`config.mk`:
```
export PLATFORM = sky130hd
export DESIGN_NAME = br_sfifo_param_flat
export DESIGN_NICKNAME = d
export VERILOG_FILES = /design/src/rtl/br_sfifo_param_if.sv /design/src/rtl/br_sfifo_param.sv /design/src/flat_wrapper.sv
export SDC_FILE = /design/constraint.sdc
export NUM_CORES = 1
export LEC_CHECK = 0
export BUFFER_PORTS_ARGS = -buffer_cell sky130_fd_sc_hd__buf_2
export CAP_MARGIN = 20
export CORE_ASPECT_RATIO = 0.7
export CORE_UTILIZATION = 57
export DETAILED_ROUTE_END_ITERATION = 10
export GPL_ROUTABILITY_DRIVEN = 0
export HOLD_SLACK_MARGIN = 0.02
export PLACE_DENSITY = 0.83
export SYNTH_ARGS = -nofsm -noshare
export SYNTH_HDL_FRONTEND = slang
export SYNTH_SLANG_ARGS = --single-unit
```
`constraint.sdc`:
```
create_clock -name clk -period 3.2 [get_ports clk]
set_input_delay 0.48 -clock clk [delete_from_list [all_inputs] [get_ports clk]]
set_output_delay 0.48 -clock clk [all_outputs]
set_load 0.02 [all_outputs]
```
`src/rtl/br_sfifo_param_if.sv`:
```
// Handshake bundle for br_sfifo_param: write/read requests, data and all status flags.
interface br_sfifo_param_if #(
  parameter int WIDTH = 32,
  parameter int PTR   = 4
);
  logic             wrreq;
  logic [WIDTH-1:0] data;
  logic             wrfull;
  logic             wralmost_full;
  logic             rdreq;
  logic [WIDTH-1:0] q;
  logic             rdempty;
  logic             rdalmost_empty;
  logic [PTR:0]     usedw;
  logic             ovf_err;
  logic             udf_err;

  modport master (
    output wrreq, data, rdreq,
    input  wrfull, wralmost_full, q, rdempty, rdalmost_empty, usedw, ovf_err, udf_err
  );

  modport slave (
    input  wrreq, data, rdreq,
    output wrfull, wralmost_full, q, rdempty, rdalmost_empty, usedw, ovf_err, udf_err
  );
endinterface

```
`src/rtl/br_sfifo_param.sv`:
```
// Parametrised single-clock FIFO with registered flags and sticky error bits.
// Define BR_SFIFO_FWFT_EN for first-word-fall-through reads; default is registered q.
module br_sfifo_param #(
  parameter int WIDTH     = 32,
  parameter int DEPTH     = 16,
  parameter int PTR       = 4,
  parameter int AF_THRESH = 12,
  parameter int AE_THRESH = 2
) (
  input logic              clk,
  input logic              aclr,
  input logic              sclr,
  br_sfifo_param_if.slave  bus
);

  localparam logic [PTR:0]   DEPTH_C = DEPTH[PTR:0];
  localparam logic [PTR:0]   AF_C    = AF_THRESH[PTR:0];
  localparam logic [PTR:0]   AE_C    = AE_THRESH[PTR:0];
  localparam logic [PTR:0]   CNT_ONE = {{PTR{1'b0}}, 1'b1};
  localparam logic [PTR-1:0] PTR_ONE = {{(PTR-1){1'b0}}, 1'b1};

  logic [WIDTH-1:0] mem [DEPTH];
  logic [PTR-1:0]   wr_ptr;
  logic [PTR-1:0]   rd_ptr;
  logic [PTR:0]     cnt;
  logic [PTR:0]     cnt_nxt;
  logic             full_r;
  logic             empty_r;
  logic             af_r;
  logic             ae_r;
  logic             ovf_r;
  logic             udf_r;
  logic             wr_acc;
  logic             rd_acc;

  // A full FIFO still takes a write when the same edge pops a word.
  assign rd_acc = bus.rdreq & ~empty_r;
  assign wr_acc = bus.wrreq & (~full_r | rd_acc);

  always_comb begin
    cnt_nxt = cnt;
    if (wr_acc && !rd_acc)
      cnt_nxt = cnt + CNT_ONE;
    else if (rd_acc && !wr_acc)
      cnt_nxt = cnt - CNT_ONE;
  end

  // Flags are computed from the post-edge count so they never lag usedw.
  always_ff @(posedge clk or posedge aclr) begin
    if (aclr) begin
      wr_ptr  <= '0;
      rd_ptr  <= '0;
      cnt     <= '0;
      full_r  <= 1'b0;
      empty_r <= 1'b1;
      af_r    <= 1'b0;
      ae_r    <= 1'b1;
      ovf_r   <= 1'b0;
      udf_r   <= 1'b0;
    end else if (sclr) begin
      wr_ptr  <= '0;
      rd_ptr  <= '0;
      cnt     <= '0;
      full_r  <= 1'b0;
      empty_r <= 1'b1;
      af_r    <= 1'b0;
      ae_r    <= 1'b1;
      ovf_r   <= 1'b0;
      udf_r   <= 1'b0;
    end else begin
      if (wr_acc)
        wr_ptr <= wr_ptr + PTR_ONE;
      if (rd_acc)
        rd_ptr <= rd_ptr + PTR_ONE;
      cnt     <= cnt_nxt;
      full_r  <= (cnt_nxt == DEPTH_C);
      empty_r <= (cnt_nxt == '0);
      af_r    <= (cnt_nxt >= AF_C);
      ae_r    <= (cnt_nxt <= AE_C);
      if (bus.wrreq && full_r && !rd_acc)
        ovf_r <= 1'b1;
      if (bus.rdreq && empty_r)
        udf_r <= 1'b1;
    end
  end

  // Storage is never cleared; pointers and count alone define the contents.
  always_ff @(posedge clk) begin
    if (wr_acc)
      mem[wr_ptr] <= bus.data;
  end

`ifdef BR_SFIFO_FWFT_EN
  // Head word is shown whenever data is present; forced to zero while empty.
  assign bus.q = empty_r ? '0 : mem[rd_ptr];
`else
  logic [WIDTH-1:0] q_r;

  always_ff @(posedge clk or posedge aclr) begin
    if (aclr)
      q_r <= '0;
    else if (sclr)
      q_r <= '0;
    else if (rd_acc)
      q_r <= mem[rd_ptr];
  end

  assign bus.q = q_r;
`endif

  assign bus.usedw          = cnt;
  assign bus.wrfull         = full_r;
  assign bus.rdempty        = empty_r;
  assign bus.wralmost_full  = af_r;
  assign bus.rdalmost_empty = ae_r;
  assign bus.ovf_err        = ovf_r;
  assign bus.udf_err        = udf_r;

endmodule

```
`src/flat_wrapper.sv`:
```
// flat-port wrapper written by rule: the top's interface ports become plain ports
module br_sfifo_param_flat 
#(
  parameter int WIDTH     = 32,
  parameter int DEPTH     = 16,
  parameter int PTR       = 4,
  parameter int AF_THRESH = 12,
  parameter int AE_THRESH = 2
)
  (clk, aclr, sclr, bus_wrreq, bus_data, bus_rdreq, bus_wrfull, bus_wralmost_full, bus_q, bus_rdempty, bus_rdalmost_empty, bus_usedw, bus_ovf_err, bus_udf_err);
  br_sfifo_param_if #(.WIDTH(WIDTH), .PTR(PTR)) bus_i ();
  input logic clk;
  input logic aclr;
  input logic sclr;
  input wire logic [$bits(bus_i.wrreq)-1:0] bus_wrreq;
  input wire logic [$bits(bus_i.data)-1:0] bus_data;
  input wire logic [$bits(bus_i.rdreq)-1:0] bus_rdreq;
  output wire logic [$bits(bus_i.wrfull)-1:0] bus_wrfull;
  output wire logic [$bits(bus_i.wralmost_full)-1:0] bus_wralmost_full;
  output wire logic [$bits(bus_i.q)-1:0] bus_q;
  output wire logic [$bits(bus_i.rdempty)-1:0] bus_rdempty;
  output wire logic [$bits(bus_i.rdalmost_empty)-1:0] bus_rdalmost_empty;
  output wire logic [$bits(bus_i.usedw)-1:0] bus_usedw;
  output wire logic [$bits(bus_i.ovf_err)-1:0] bus_ovf_err;
  output wire logic [$bits(bus_i.udf_err)-1:0] bus_udf_err;
  assign bus_i.wrreq = bus_wrreq;
  assign bus_i.data = bus_data;
  assign bus_i.rdreq = bus_rdreq;
  assign bus_wrfull = bus_i.wrfull;
  assign bus_wralmost_full = bus_i.wralmost_full;
  assign bus_q = bus_i.q;
  assign bus_rdempty = bus_i.rdempty;
  assign bus_rdalmost_empty = bus_i.rdalmost_empty;
  assign bus_usedw = bus_i.usedw;
  assign bus_ovf_err = bus_i.ovf_err;
  assign bus_udf_err = bus_i.udf_err;
  br_sfifo_param #(.WIDTH(WIDTH), .DEPTH(DEPTH), .PTR(PTR), .AF_THRESH(AF_THRESH), .AE_THRESH(AE_THRESH)) u_core (.clk(clk), .aclr(aclr), .sclr(sclr), .bus(bus_i));
endmodule
```
Yosys cells after proc, flatten, opt, wreduce, memory -nomap -nowiden:

Memory sizes are Yosys's and may differ from the RTL's.
Cells that the tools add are included.

* mux-type cells: 19
* magnitude comparators: 2
* add/sub/neg operators: 4
* bitwise logic cells: 5
* equal/unequal tests: 1
* reductions and logical operators: 12

Operators with widths (number)
* $mux 32: 2
* $mux 4: 4
* $mux 5: 3
* $mux 1: 10
* $add 4x1->4 const B: 2
* $reduce_bool 2->1: 4
* $add 5x1->5 const B: 1
* $eq 5x5->1 const B: 1
* $ge 5x4->1 const B: 1
* $le 5x2->1 const B: 1
* $logic_and 1x1->1: 5
* $logic_not 5->1: 1
* $sub 5x1->5 const B: 1
* $and 1x1->1: 2
* $logic_not 1->1: 2
* $not 1->1: 2
* $or 1x1->1: 1

* output and inout bits: 43
* logic and storage cells: 54
* input bits: 37
* memories kept: 1
* flip-flop bits (word level): 51
* RAM bits: 512

Memories
* u_core.mem: words 16, width 32, read ports 1, clocked after memory_dff 0, wr ports 1, RTL line br_sfifo_param.sv:22 `logic [WIDTH-1:0] mem [DEPTH];`

Depth between registers and ports, before layout:

Gate-level depths: netlist of the first run.

* depth in word-level cells: 10
* gate-level depth with buffers: 7

Worst setup path before layout of the first run:

OpenSTA, ideal clock, no wires.

* path kind: input-to-reg
* start point: in bus_rdreq
* end point: mem u_core.mem[4][0], enable pin
* setup slack: 0.610 ns
* data arrival time: 2.198 ns
* cell stages on the path: 6
* library setup time: 0.392 ns
* buffers on the path: 1
* cells stage by stage: or2b_1 > a21boi_0 > buf_2 > nand2_1 > nor2_1 > and2_1

* cells in the longest elaborated chain, start to end: 5

Ends and longest elaborated chain
* start, declared: RTL line flat_wrapper.sv:17 `input wire logic [$bits(bus_i.rdreq)-1:0] bus_rdreq;`
* $and 1x1->1: RTL line br_sfifo_param.sv:37 `assign rd_acc = bus.rdreq & ~empty_r;`
* $or 1x1->1: RTL line br_sfifo_param.sv:38 `assign wr_acc = bus.wrreq & (~full_r | rd_acc);`
* $and 1x1->1: RTL line br_sfifo_param.sv:38
* $mux 1: RTL line br_sfifo_param.sv:89 `if (wr_acc)`
* $mux 1 (not written as such): RTL line br_sfifo_param.sv:90 `mem[wr_ptr] <= bus.data;`
* end, declared: RTL line br_sfifo_param.sv:22

Every way passes these cells.

Final worst setup path of the first run:

* start point: reg u_core.empty_r (netlist: u_core.bus.rdempty)
* end point: mem u_core.mem[3][22], enable pin

* cells in the longest elaborated chain, start to end: 6

Ends and longest elaborated chain
* start, declared: RTL line br_sfifo_param.sv:28 `logic empty_r;`
* start signal, assigned: RTL line br_sfifo_param.sv:77 `empty_r <= (cnt_nxt == '0);`
* $not 1->1: RTL line br_sfifo_param.sv:37
* $and 1x1->1: RTL line br_sfifo_param.sv:37
* $or 1x1->1: RTL line br_sfifo_param.sv:38
* $and 1x1->1: RTL line br_sfifo_param.sv:38
* $mux 1: RTL line br_sfifo_param.sv:89
* $mux 1 (not written as such): RTL line br_sfifo_param.sv:90

Every way passes these cells.

==> metrics.md, run 1 <==
| Metric | Value |
|---|---|
| Reg2Reg Setup Slack | between 0.6 and 0.7 ns |
| Hold Path Origin | bus_rdreq |
| WS Path Type | reg2reg |
| P_leak | around 8.0 nW |
| Sink Count | 563 |
| Post-DR wirelength/cell | 28.8 um |
| Post-cts gate resize count | 0 |
| Cell Int Power | between 0.01 and 0.015 W |
| Fmax | about 400 MHz |
| First-pass GRT wire length | 68400 um |
| Fin crit period | 2.50 ns |
| Synth area leader | edfxtp_1 |
| Worst Clk Skew | about 0.022 ns |
| Status | completed |
| Startpoint types | flop |
| Critical path peak fanout | 13 |
| Synth cell types | between 40 and 50 |
| Sequential Power Share | 0.517 |
| Hold_buf cts | 0 |
| DR vias | approximately 10000 |
| Post-synth EDFFs | between 500 and 600 |
| Endpoint type of the worst setup path | flop |
| Mapped Nets | between 1000 and 1500 |
| Row cnt | 59 |
| Area Growth Syn to Fin | 13.9% |
| Yosys top cell area share | 0.714 |
| Worst reg2reg path depth | 6 |
| Critical Path RT | between 3 and 4 ns |
| DP Area | roughly 23000 um^2 |
| Vias in the first global route | 10700 |
| CTS tree | yes |
| Syn avg cell area | ~22 um^2 |
| Initial antenna violation count | 0 |
| Unrepaired setup endpoints after global routing | false |
| Cell Pwr Density | 660 nW/um^2 |
| Core area | between 30000 and 40000 um^2 |
| Htree depth | 2 |
| Die Y-Extent | roughly 160 um |
| Share of flip-flops with an asynchronous set or reset | 0.0906 |
| Fin util | 0.659 |
| Die ar. | between 30000 and 40000 um^2 |
| # diodes | 0 |
| Detailed Place HPWL | 26700 um |
| Reg2Reg Launch Point | u_core.bus.rdempty$_DFF_PP1_ |
| Clock slew at reported path FFs | about 0.06 ns |
| Total iterations of the first detailed-routing run | 5 |
| Hold Path Stages | 3 |
| Largest cells by area after synthesis | edfxtp_1 (71%), mux4_2 (13%), dfrtp_1 (5.7%) |
| Final worst slack | ~0.70 ns |
| Final Hold Vio Count | 0 |
| Die W | 234 um |
| Starting Density | 0.579 |
| Fin area | between 20000 and 25000 um^2 |
| Setup WS pre-CTS | 0.473 ns |
| Grt ovf | 0 |
| Worst VDD drop | 0.633 mV |
| Slew HR | 0.324 |
| R2R Path End | u_core.mem[3][22]$_DFFE_PP_ |
| Share of total power in the clock network | 0.375 |
| Largest net degree at the start of global routing | 54 |
| # IOs | 80 |
| Clock Path Buffers | 3 |
| HP Class | in2reg |
| Worst setup path startpoint | u_core.bus.rdempty$_DFF_PP1_ |
| Worst skew pair latency | approximately 0.58 ns |
| WHS Endpoint | u_core.bus.udf_err$_DFFE_PP0P_ |
| # DRC | 0 |
| Layout cells sized above 1 | 0.311 |
| Final wirelength | around 47000 um |
| Setup bufs post-CTS | 0 |
| Fin. max-slew vios | 0 |
| Ys Warns | 0 |
| Buffers added on ports | between 70 and 80 |
| Cell area after synthesis | ~22000 um^2 |
| Seq cells post-synth | ~560 |
| Layout Nets | 1141 |
| Slew @ Worst Pin | 1.01 ns |
| NetSw | between 0.003 and 0.004 W |
| Final setup TNS | 0 ns |
| Switching Fraction | 0.229 |
| Gr usage total | 0.250 |
| Worst EP arrival | 2.79 ns |
| Final worst-path cycle share | 0.782 |
| Max-Cap Viols | 0 |
| CTS Buf Count | about 50 |
| Fillers | 2302 |
| Drt initial violations | approximately 1200 |
| Root Driver | clkbuf_16 |
| Top FF cell, synth | edfxtp_1 |
| Mapped Cells | between 900 and 1000 |
| Vias per cell | 6.41 |
| Combinational power share | 0.108 |
| DRT antenna net count | 0 |
| Setup violators final | 0 |
| Register area share after synthesis | 0.774 |
==> area by class of cell <==
cell class                      instances  area, um^2  share of cell area
Sequential cell                       563       16700               0.680
Multi-Input combinational cell        353        4630               0.189
Clock buffer                           73        1400              0.0571
Timing Repair Buffer                  121         933              0.0381
Tap cell                              488         611              0.0249
Clock inverter                         23         258              0.0105
Inverter                                7        26.3             0.00107
==> worst max path at each step <==
| stage | to | depth (start not counted) |
|---|---|---|
| after CTS | u_core.mem[3][22]$_DFFE_PP_ | 6 |
| after global routing | u_core.mem[3][22]$_DFFE_PP_ | 6 |
| after floorplan | u_core.mem[4][0]$_DFFE_PP_ | 6 |
| final | u_core.mem[3][22]$_DFFE_PP_ | 6 |
| after detailed placement | u_core.mem[3][17]$_DFFE_PP_ | 7 |
| after global placement | u_core.mem[3][15]$_DFFE_PP_ | 7 |
==> cell families after synthesis <==
group	count (synthesis)	share of synthesized area
AO/OA/AOI/OAI	48	0.0183
XOR/XNOR	8	0.00325
adder cells (fa/ha/maj)	7	0.00407
buffers and inverters	58	0.0127
flip-flops	563	0.774
multiplexers	194	0.165
AND/OR/NAND/NOR	96	0.0233
==> critical path: stages, from the launching register on <==
cell,delay (ns)
dfstp_2,0.40
or2b_1,0.29
a21boi_0,0.21
buf_4,0.22
nor3b_1,0.36
and2_2,0.48
buf_4,0.24
==> stage by stage <==
stage	power, W	hold WS [ns]	std cells
final	0.0162	0.218	1628
after floorplan	0.00968	0.540	974
after global placement	0.0102	0.473	1530
after CTS	0.0163	0.146	1626
after detailed placement	0.0103	0.472	1530
after global routing	0.0167	0.225	1628
==> Yosys cell counts (all sizes together) (4+ instances only) <==
cell,count
edfxtp,512
mux4,128
mux2i,66
dfrtp,49
nand2,41
buf,33
o221ai,32
clkbuf,18
and2,15
nor2,14
ha,7
inv,7
a21oi,5
and4,4
xnor2,4
xor2,4
==> power groups by stage <==
stage,clock network (W),logic (W),registers [W]
global placement,0,0.00170,0.00850
floorplan,0,0.00112,0.00856
CTS,0.00615,0.00177,0.00836
detailed placement,0,0.00176,0.00851
global route,0.00643,0.00187,0.00838
finish,0.00608,0.00175,0.00836
==> placed cells by master (no fill, tap or decap), types with 5 or more instances in the layout <==
| master | n |
|---|---|
| dfrtp_1 | 46 |
| mux2i_1 | 66 |
| buf_4 | 24 |
| buf_12 | 16 |
| buf_2 | 79 |
| clkbuf_16 | 52 |
| inv_1 | 6 |
| o221ai_1 | 32 |
| nor2_1 | 13 |
| ha_1 | 7 |
| and2_2 | 12 |
| clkbuf_1 | 19 |
| bufinv_16 | 5 |
| edfxtp_1 | 512 |
| mux4_2 | 128 |
| nand2_1 | 41 |
| clkinv_2 | 11 |
| a21oi_1 | 5 |
==> layer usage <==
layer  vias to the layer above  routed length, um  GRT usage
li1                       4304                  -          -
met1                      5507              19100      0.361
met2                       543              22300      0.390
met3                        84               4140     0.0483
met4                         0               1260     0.0821
met5                         -                  0          0
==> sequential cells by signal (all words and copies together) (netlist names) <==
signal,flops
u_core.bus.wrfull,1
u_core.bus.rdalmost_empty,1
u_core.bus.wralmost_full,1
u_core.mem,512
u_core.rd_ptr,4
u_core.bus.udf_err,1
u_core.bus.ovf_err,1
u_core.bus.rdempty,1
u_core.bus.usedw,5
u_core.bus.q,32
u_core.wr_ptr,4
Note: power is estimated with default switching activity, not from simulation.
==> run 2, diff against run 1 <==
Clock period 3.2 ns to 2.6 ns, I/O delays scaled along.
==> metrics.md, run 2 (synthesized netlist as in run 1, its figures left out) <==
| Metric | Value |
|---|---|
| Gr usage total | 0.257 |
| Combinational power share | 0.111 |
| Clock slew at reported path FFs | 0.06 ns |
| Fin. max-slew vios | 0 |
| Placed insts | 1545 |
| Vias in the first global route | between 10000 and 15000 |
| Starting Density | 0.579 |
| Unrepaired setup endpoints after global routing | false |
| Cell Pwr Density | roughly 800 nW/um^2 |
| Detailed Place HPWL | approximately 27000 um |
| Setup violators final | 0 |
| # DRC | 0 |
| Sink Count | between 500 and 600 |
| P_leak | 8.05 nW |
| # IOs | 80 |
| Area Growth Syn to Fin | 15.2% |
| Max-Cap Viols | 0 |
| Setup bufs post-CTS | 0 |
| Final worst-path cycle share | 0.875 |
| Largest net degree at the start of global routing | 73 |
| Layout Nets | about 1200 |
| Critical Path RT | 3.05 ns |
| Post-DR wirelength/cell | 29.2 um |
| Max reg flops | 512 |
| Crit-path most repeated cell | inv_1 |
| Initial antenna violation count | 2 |
| Die W | 234 um |
| Buffers added on ports | 79 |
| CTS Buf Count | 50 |
| Worst path slowest cell | nor4bb_1 |
| Share of total power in the clock network | 0.373 |
| Fmax | between 400 and 500 MHz |
| Layout cells sized above 1 | 0.321 |
| Endpoint type of the worst setup path | flop |
| Switching Fraction | 0.231 |
| Slew HR | 0.571 |
| Cell Int Power | between 0.015 and 0.02 W |
| Startpoint types | flop |
| Sequential Power Share | 0.516 |
| Multi-input logic area | around 4600 um^2 |
| Final wirelength | approximately 48000 um |
| Vias per cell | about 6.4 |
| Fin crit period | around 2.3 ns |
| Worst skew pair latency | between 0.5 and 0.6 ns |
| Die Y-Extent | between 150 and 200 um |
| HP Class | in2reg |
| Slew @ Worst Pin | 0.643 ns |
| Root Driver | clkbuf_16 |
| Final Hold Vio Count | 0 |
| Worst EP arrival | 2.73 ns |
| Most common cell after layout, fill and taps aside | edfxtp_1 |
| Worst Clk Skew | roughly 0.016 ns |
| Status | completed |
| Final setup TNS | 0 ns |
| Total iterations of the first detailed-routing run | 5 |
| CP peak stage delay | roughly 0.47 ns |
| Core area | approximately 37000 um^2 |
| Non-filler cells, final | around 1600 |
| Row cnt | 59 |
| Clock Path Buffers | 3 |
| First-pass GRT wire length | 70200 um |
| WS Path Type | reg2reg |
| Fillers | between 2000 and 2500 |
| Worst VDD drop | ~0.59 mV |
| Grt ovf | 0 |
| Htree depth | 2 |
| Commonest non-fill, non-tap cells in the layout | edfxtp_1 (512), mux4_2 (128), buf_2 (79), mux2i_1 (66), clkbuf_16 (51) |
| CTS tree | yes |
| Top register by number of flip-flops | u_core.mem |
| DRT antenna net count | 0 |
| Drt initial violations | ~1300 |
| Cell chain of the critical path | inv_1 -> ha_1 -> nor4bb_1 -> a22oi_1 -> mux2i_1 -> inv_1 -> o41ai_2 |
| Critical path peak fanout | 7 |
| Reg area | about 17000 um^2 |
| Die ar. | 38600 um^2 |
| NetSw | approximately 0.0046 W |
| DR vias | 10600 |
## run 2: changes by cell type in the layout (fill, tap and decap cells not counted)
cell | before | now
buf_12 | 16 | 32
buf_16 | 1 | 0
buf_4 | 24 | 23
clkbuf_1 | 19 | 9
clkbuf_16 | 52 | 51
clkbuf_8 | 2 | 3
clkinv_1 | 3 | 8
clkinv_2 | 11 | 7
clkinv_4 | 1 | 2
clkinv_8 | 1 | 0
clkinvlp_4 | 1 | 6
diode_2 | 0 | 1
## run 2: path summary, 6_finish.rpt
kind,startpoint,end,slack (ns),cells past startpoint
min reg2reg,u_core.bus.q[25]$_DFFE_PP0P_,u_core.bus.q[25]$_DFFE_PP0P_,0.49,2
max,u_core.bus.usedw[0]$_DFF_PP0_,u_core.bus.rdempty$_DFF_PP1_,0.32,7
max reg2reg,u_core.bus.usedw[0]$_DFF_PP0_,u_core.bus.rdempty$_DFF_PP1_,0.32,7
max in group asynchronous,aclr,u_core.bus.rdempty$_DFF_PP1_,1.47,4
min,bus_rdreq,u_core.bus.udf_err$_DFFE_PP0P_,0.10,3
min in group asynchronous,aclr,u_core.bus.q[3]$_DFFE_PP0P_,0.45,3
## run 2: timing repair
action / in CTS / in global routing
gates resized for setup: 0 / 0
hold buffers: 1 / 0
hold endpoints to repair: 18 / 0
## run 2: cell type report
cell class | instances | share of cell area
antenna | 1 | 0.000101
clock buffer | 63 | 0.0545
clock inverter | 29 | 0.0116
inverter | 7 | 0.00106
multi-input combinational | 353 | 0.187
sequential | 563 | 0.672
tap | 488 | 0.0246
timing repair buffer | 135 | 0.0492
## run 2: worst max-delay path, delay by kind of cell, from the launching register on
| family | cells | cell delay (ns) |
|---|---|---|
| adder cells (fa/ha/maj) | 1 | 0.15 |
| buffers and inverters | 2 | 0.25 |
| AO/OA/AOI/OAI | 2 | 0.56 |
| flip-flops | 1 | 0.45 |
| AND/OR/NAND/NOR | 1 | 0.47 |
| multiplexers | 1 | 0.28 |
## run 2: power groups by stage
stage	combinational (W)	clock, W	sequential (W)
2_1_floorplan	0.00138	0	0.0105
3_3_place_gp	0.00216	0	0.0104
3_5_place_dp	0.00220	0	0.0105
4_1_cts	0.00223	0.00752	0.0103
5_1_grt	0.00237	0.00786	0.0103
6_report	0.00220	0.00743	0.0103
## run 2: per-layer routing
metal	global-route usage	routed length [um]	vias up
li1	-	-	4347
met3	0.0468	3730	90
met2	0.412	23500	544
met5	0	0	-
met4	0.0835	1260	0
met1	0.365	19400	5572
## run 2: through the flow
stage                      util  hold slack (ns)  area (um^2)  total power (W)  setup slack (ns)
after floorplan               -            0.489        21500           0.0119            0.0687
after global routing      0.666            0.107        24800           0.0205             0.165
after global placement    0.622            0.465        23100           0.0126             0.358
final                     0.666            0.101        24800           0.0199             0.325
after CTS                 0.666           0.0790        24800           0.0200             0.347
after detailed placement  0.622            0.469        23100           0.0127             0.353
==> run 3, diff against run 2 <==
Clock period 2.6 ns to 2.9 ns, I/O delays scaled along.
==> metrics.md, run 3 (synthesized netlist as in run 1, its figures left out) <==
| Metric | Value |
|---|---|
| Status | completed |
| Worst skew pair latency | around 0.57 ns |
| Most common cell after layout, fill and taps aside | edfxtp_1 |
| DRT antenna net count | 0 |
| Die W | about 230 um |
| Reg2Reg Setup Slack | ~0.32 ns |
| Worst EP arrival | approximately 2.8 ns |
| Final Hold Vio Count | 0 |
| Fin util | 0.660 |
| Final wirelength | between 40000 and 50000 um |
| CTS tree | yes |
| P_leak | approximately 8 nW |
| Fin crit period | between 2 and 3 ns |
| Root Driver | clkbuf_16 |
| Reg2Reg Launch Point | u_core.bus.rdempty$_DFF_PP1_ |
| HP Class | in2async |
| Drt initial violations | 1300 |
| Detailed Place HPWL | ~28000 um |
| Cell Pwr Density | between 700 and 800 nW/um^2 |
| Gr usage total | 0.255 |
| Worst VDD drop | roughly 0.60 mV |
| Worst reg2reg path depth | 6 |
| Grt ovf | 0 |
| Slew @ Worst Pin | 0.907 ns |
| Largest net degree at the start of global routing | 43 |
| Layout cells sized above 1 | 0.309 |
| Unrepaired setup endpoints after global routing | false |
| # DRC | 0 |
| DR vias | 10500 |
| Worst setup path startpoint | u_core.bus.rdempty$_DFF_PP1_ |
| Die ar. | between 30000 and 40000 um^2 |
| WS Path Type | reg2reg |
| Post-DR wirelength/cell | ~29 um |
| R2R Path End | u_core.mem[0][23]$_DFFE_PP_ |
| Fin. max-slew vios | 0 |
| Area Growth Syn to Fin | 14.1% |
| Buffers added on ports | approximately 80 |
| Critical Path RT | ~3.2 ns |
| Endpoint type of the worst setup path | flop |
| Total iterations of the first detailed-routing run | 6 |
| Commonest non-fill, non-tap cells in the layout | edfxtp_1 (512), mux4_2 (128), buf_2 (79), mux2i_1 (66), clkbuf_16 (49) |
| Row cnt | roughly 60 |
| Cell chain of the critical path | or2b_1 -> a21boi_0 -> buf_4 -> nor3b_1 -> and2_2 -> buf_12 |
| CP peak stage delay | 0.46 ns |
| Fmax | 388 MHz |
| Initial antenna violation count | 1 |
| Max reg flops | ~510 |
| Clock slew at reported path FFs | about 0.060 ns |
| Critical path peak fanout | 14 |
| Starting Density | 0.579 |
| Setup violators final | 0 |
| Worst path slowest cell | and2_2 |
| Die Y-Extent | approximately 160 um |
| Htree depth | 2 |
| Layout Nets | 1146 |
| # IOs | 80 |
| Max-Cap Viols | 0 |
| Startpoint types | flop |
| Final worst-path cycle share | 0.888 |
| Post-cts gate resize count | 0 |
| Worst Clk Skew | ~0.018 ns |
| Clock Path Buffers | 3 |
| Vias per cell | around 6.4 |
| Hold_buf cts | 0 |
| CTS Buf Count | 49 |
| First-pass GRT wire length | 69300 um |
| Final setup TNS | 0 ns |
| Top register by number of flip-flops | u_core.mem |
| Vias in the first global route | between 10000 and 15000 |
| Fillers | approximately 2300 |
| Core area | roughly 37000 um^2 |
| Sink Count | ~560 |
| Slew HR | 0.395 |
| Hold slack | between 0.05 and 0.06 ns |
| Setup bufs post-CTS | 0 |
run 3: changes by cell type in the layout (fill, tap and decap cells not counted):
cell           previous run  this run
buf_12                   32        23
clkbuf_1                  9        17
clkinvlp_4                6         0
buf_4                    23        26
clkbuf_8                  3         0
clkbuf_16                51        49
bufinv_16                 5         6
clkinv_2                  7         6
dlygate4sd3_1             1         0
inv_6                     1         2
run 3: power by group:
part / internal [W] / leakage [nW] / switching [W]
clock network: 0.00367 / 0.762 / 0.00282
registers: 0.00907 / 5.31 / 0.000156
logic: 0.000908 / 1.90 / 0.00108
run 3: per-stage QoR:
step           std cells  cell area [um^2]  total power (W)  worst slack (ns)
2_1_floorplan        974             21500           0.0107             0.355
3_3_place_gp        1539             23000           0.0113             0.425
3_5_place_dp        1539             23000           0.0114             0.256
4_1_cts             1629             24500           0.0178             0.369
5_1_grt             1630             24600           0.0182             0.280
6_report            1630             24600           0.0177             0.325
run 3: how the worst max path moves through the flow:
stage                                             end  slack, ns  cells after the start
after floorplan            u_core.mem[4][0]$_DFFE_PP_       0.36                      6
final                     u_core.mem[0][23]$_DFFE_PP_       0.32                      6
after CTS                 u_core.mem[0][23]$_DFFE_PP_       0.37                      6
after detailed placement  u_core.mem[0][18]$_DFFE_PP_       0.26                      7
after global routing      u_core.mem[0][23]$_DFFE_PP_       0.28                      6
after global placement    u_core.mem[0][17]$_DFFE_PP_       0.43                      7
run 3: metal layers:
metal  vias up  track usage  part of all wire
li1       4316            -                 -
met1      5508        0.372              0.40
met2       548        0.396              0.48
met3        89       0.0499             0.092
met4         0       0.0788             0.025
met5         -            0                 0
run 3: worst max-delay path: cells and delay by family, from the launching register on:
kind | cells | cell delay [ns]
buf+inv | 2 | 0.43
flops | 1 | 0.39
compound gates | 1 | 0.24
simple gates | 3 | 1.20
run 3: cell type report:
| cell class | count | area [um^2] | area share |
|---|---|---|---|
| Antenna cell | 1 | 2.50 | 0.000102 |
| Clock buffer | 66 | 1290 | 0.0525 |
| Clock inverter | 24 | 275 | 0.0112 |
| Inverter | 7 | 26.3 | 0.00107 |
| Multi-Input combinational cell | 353 | 4630 | 0.189 |
| Sequential cell | 563 | 16700 | 0.679 |
| Tap cell | 488 | 611 | 0.0249 |
| Timing Repair Buffer | 128 | 1050 | 0.0428 |
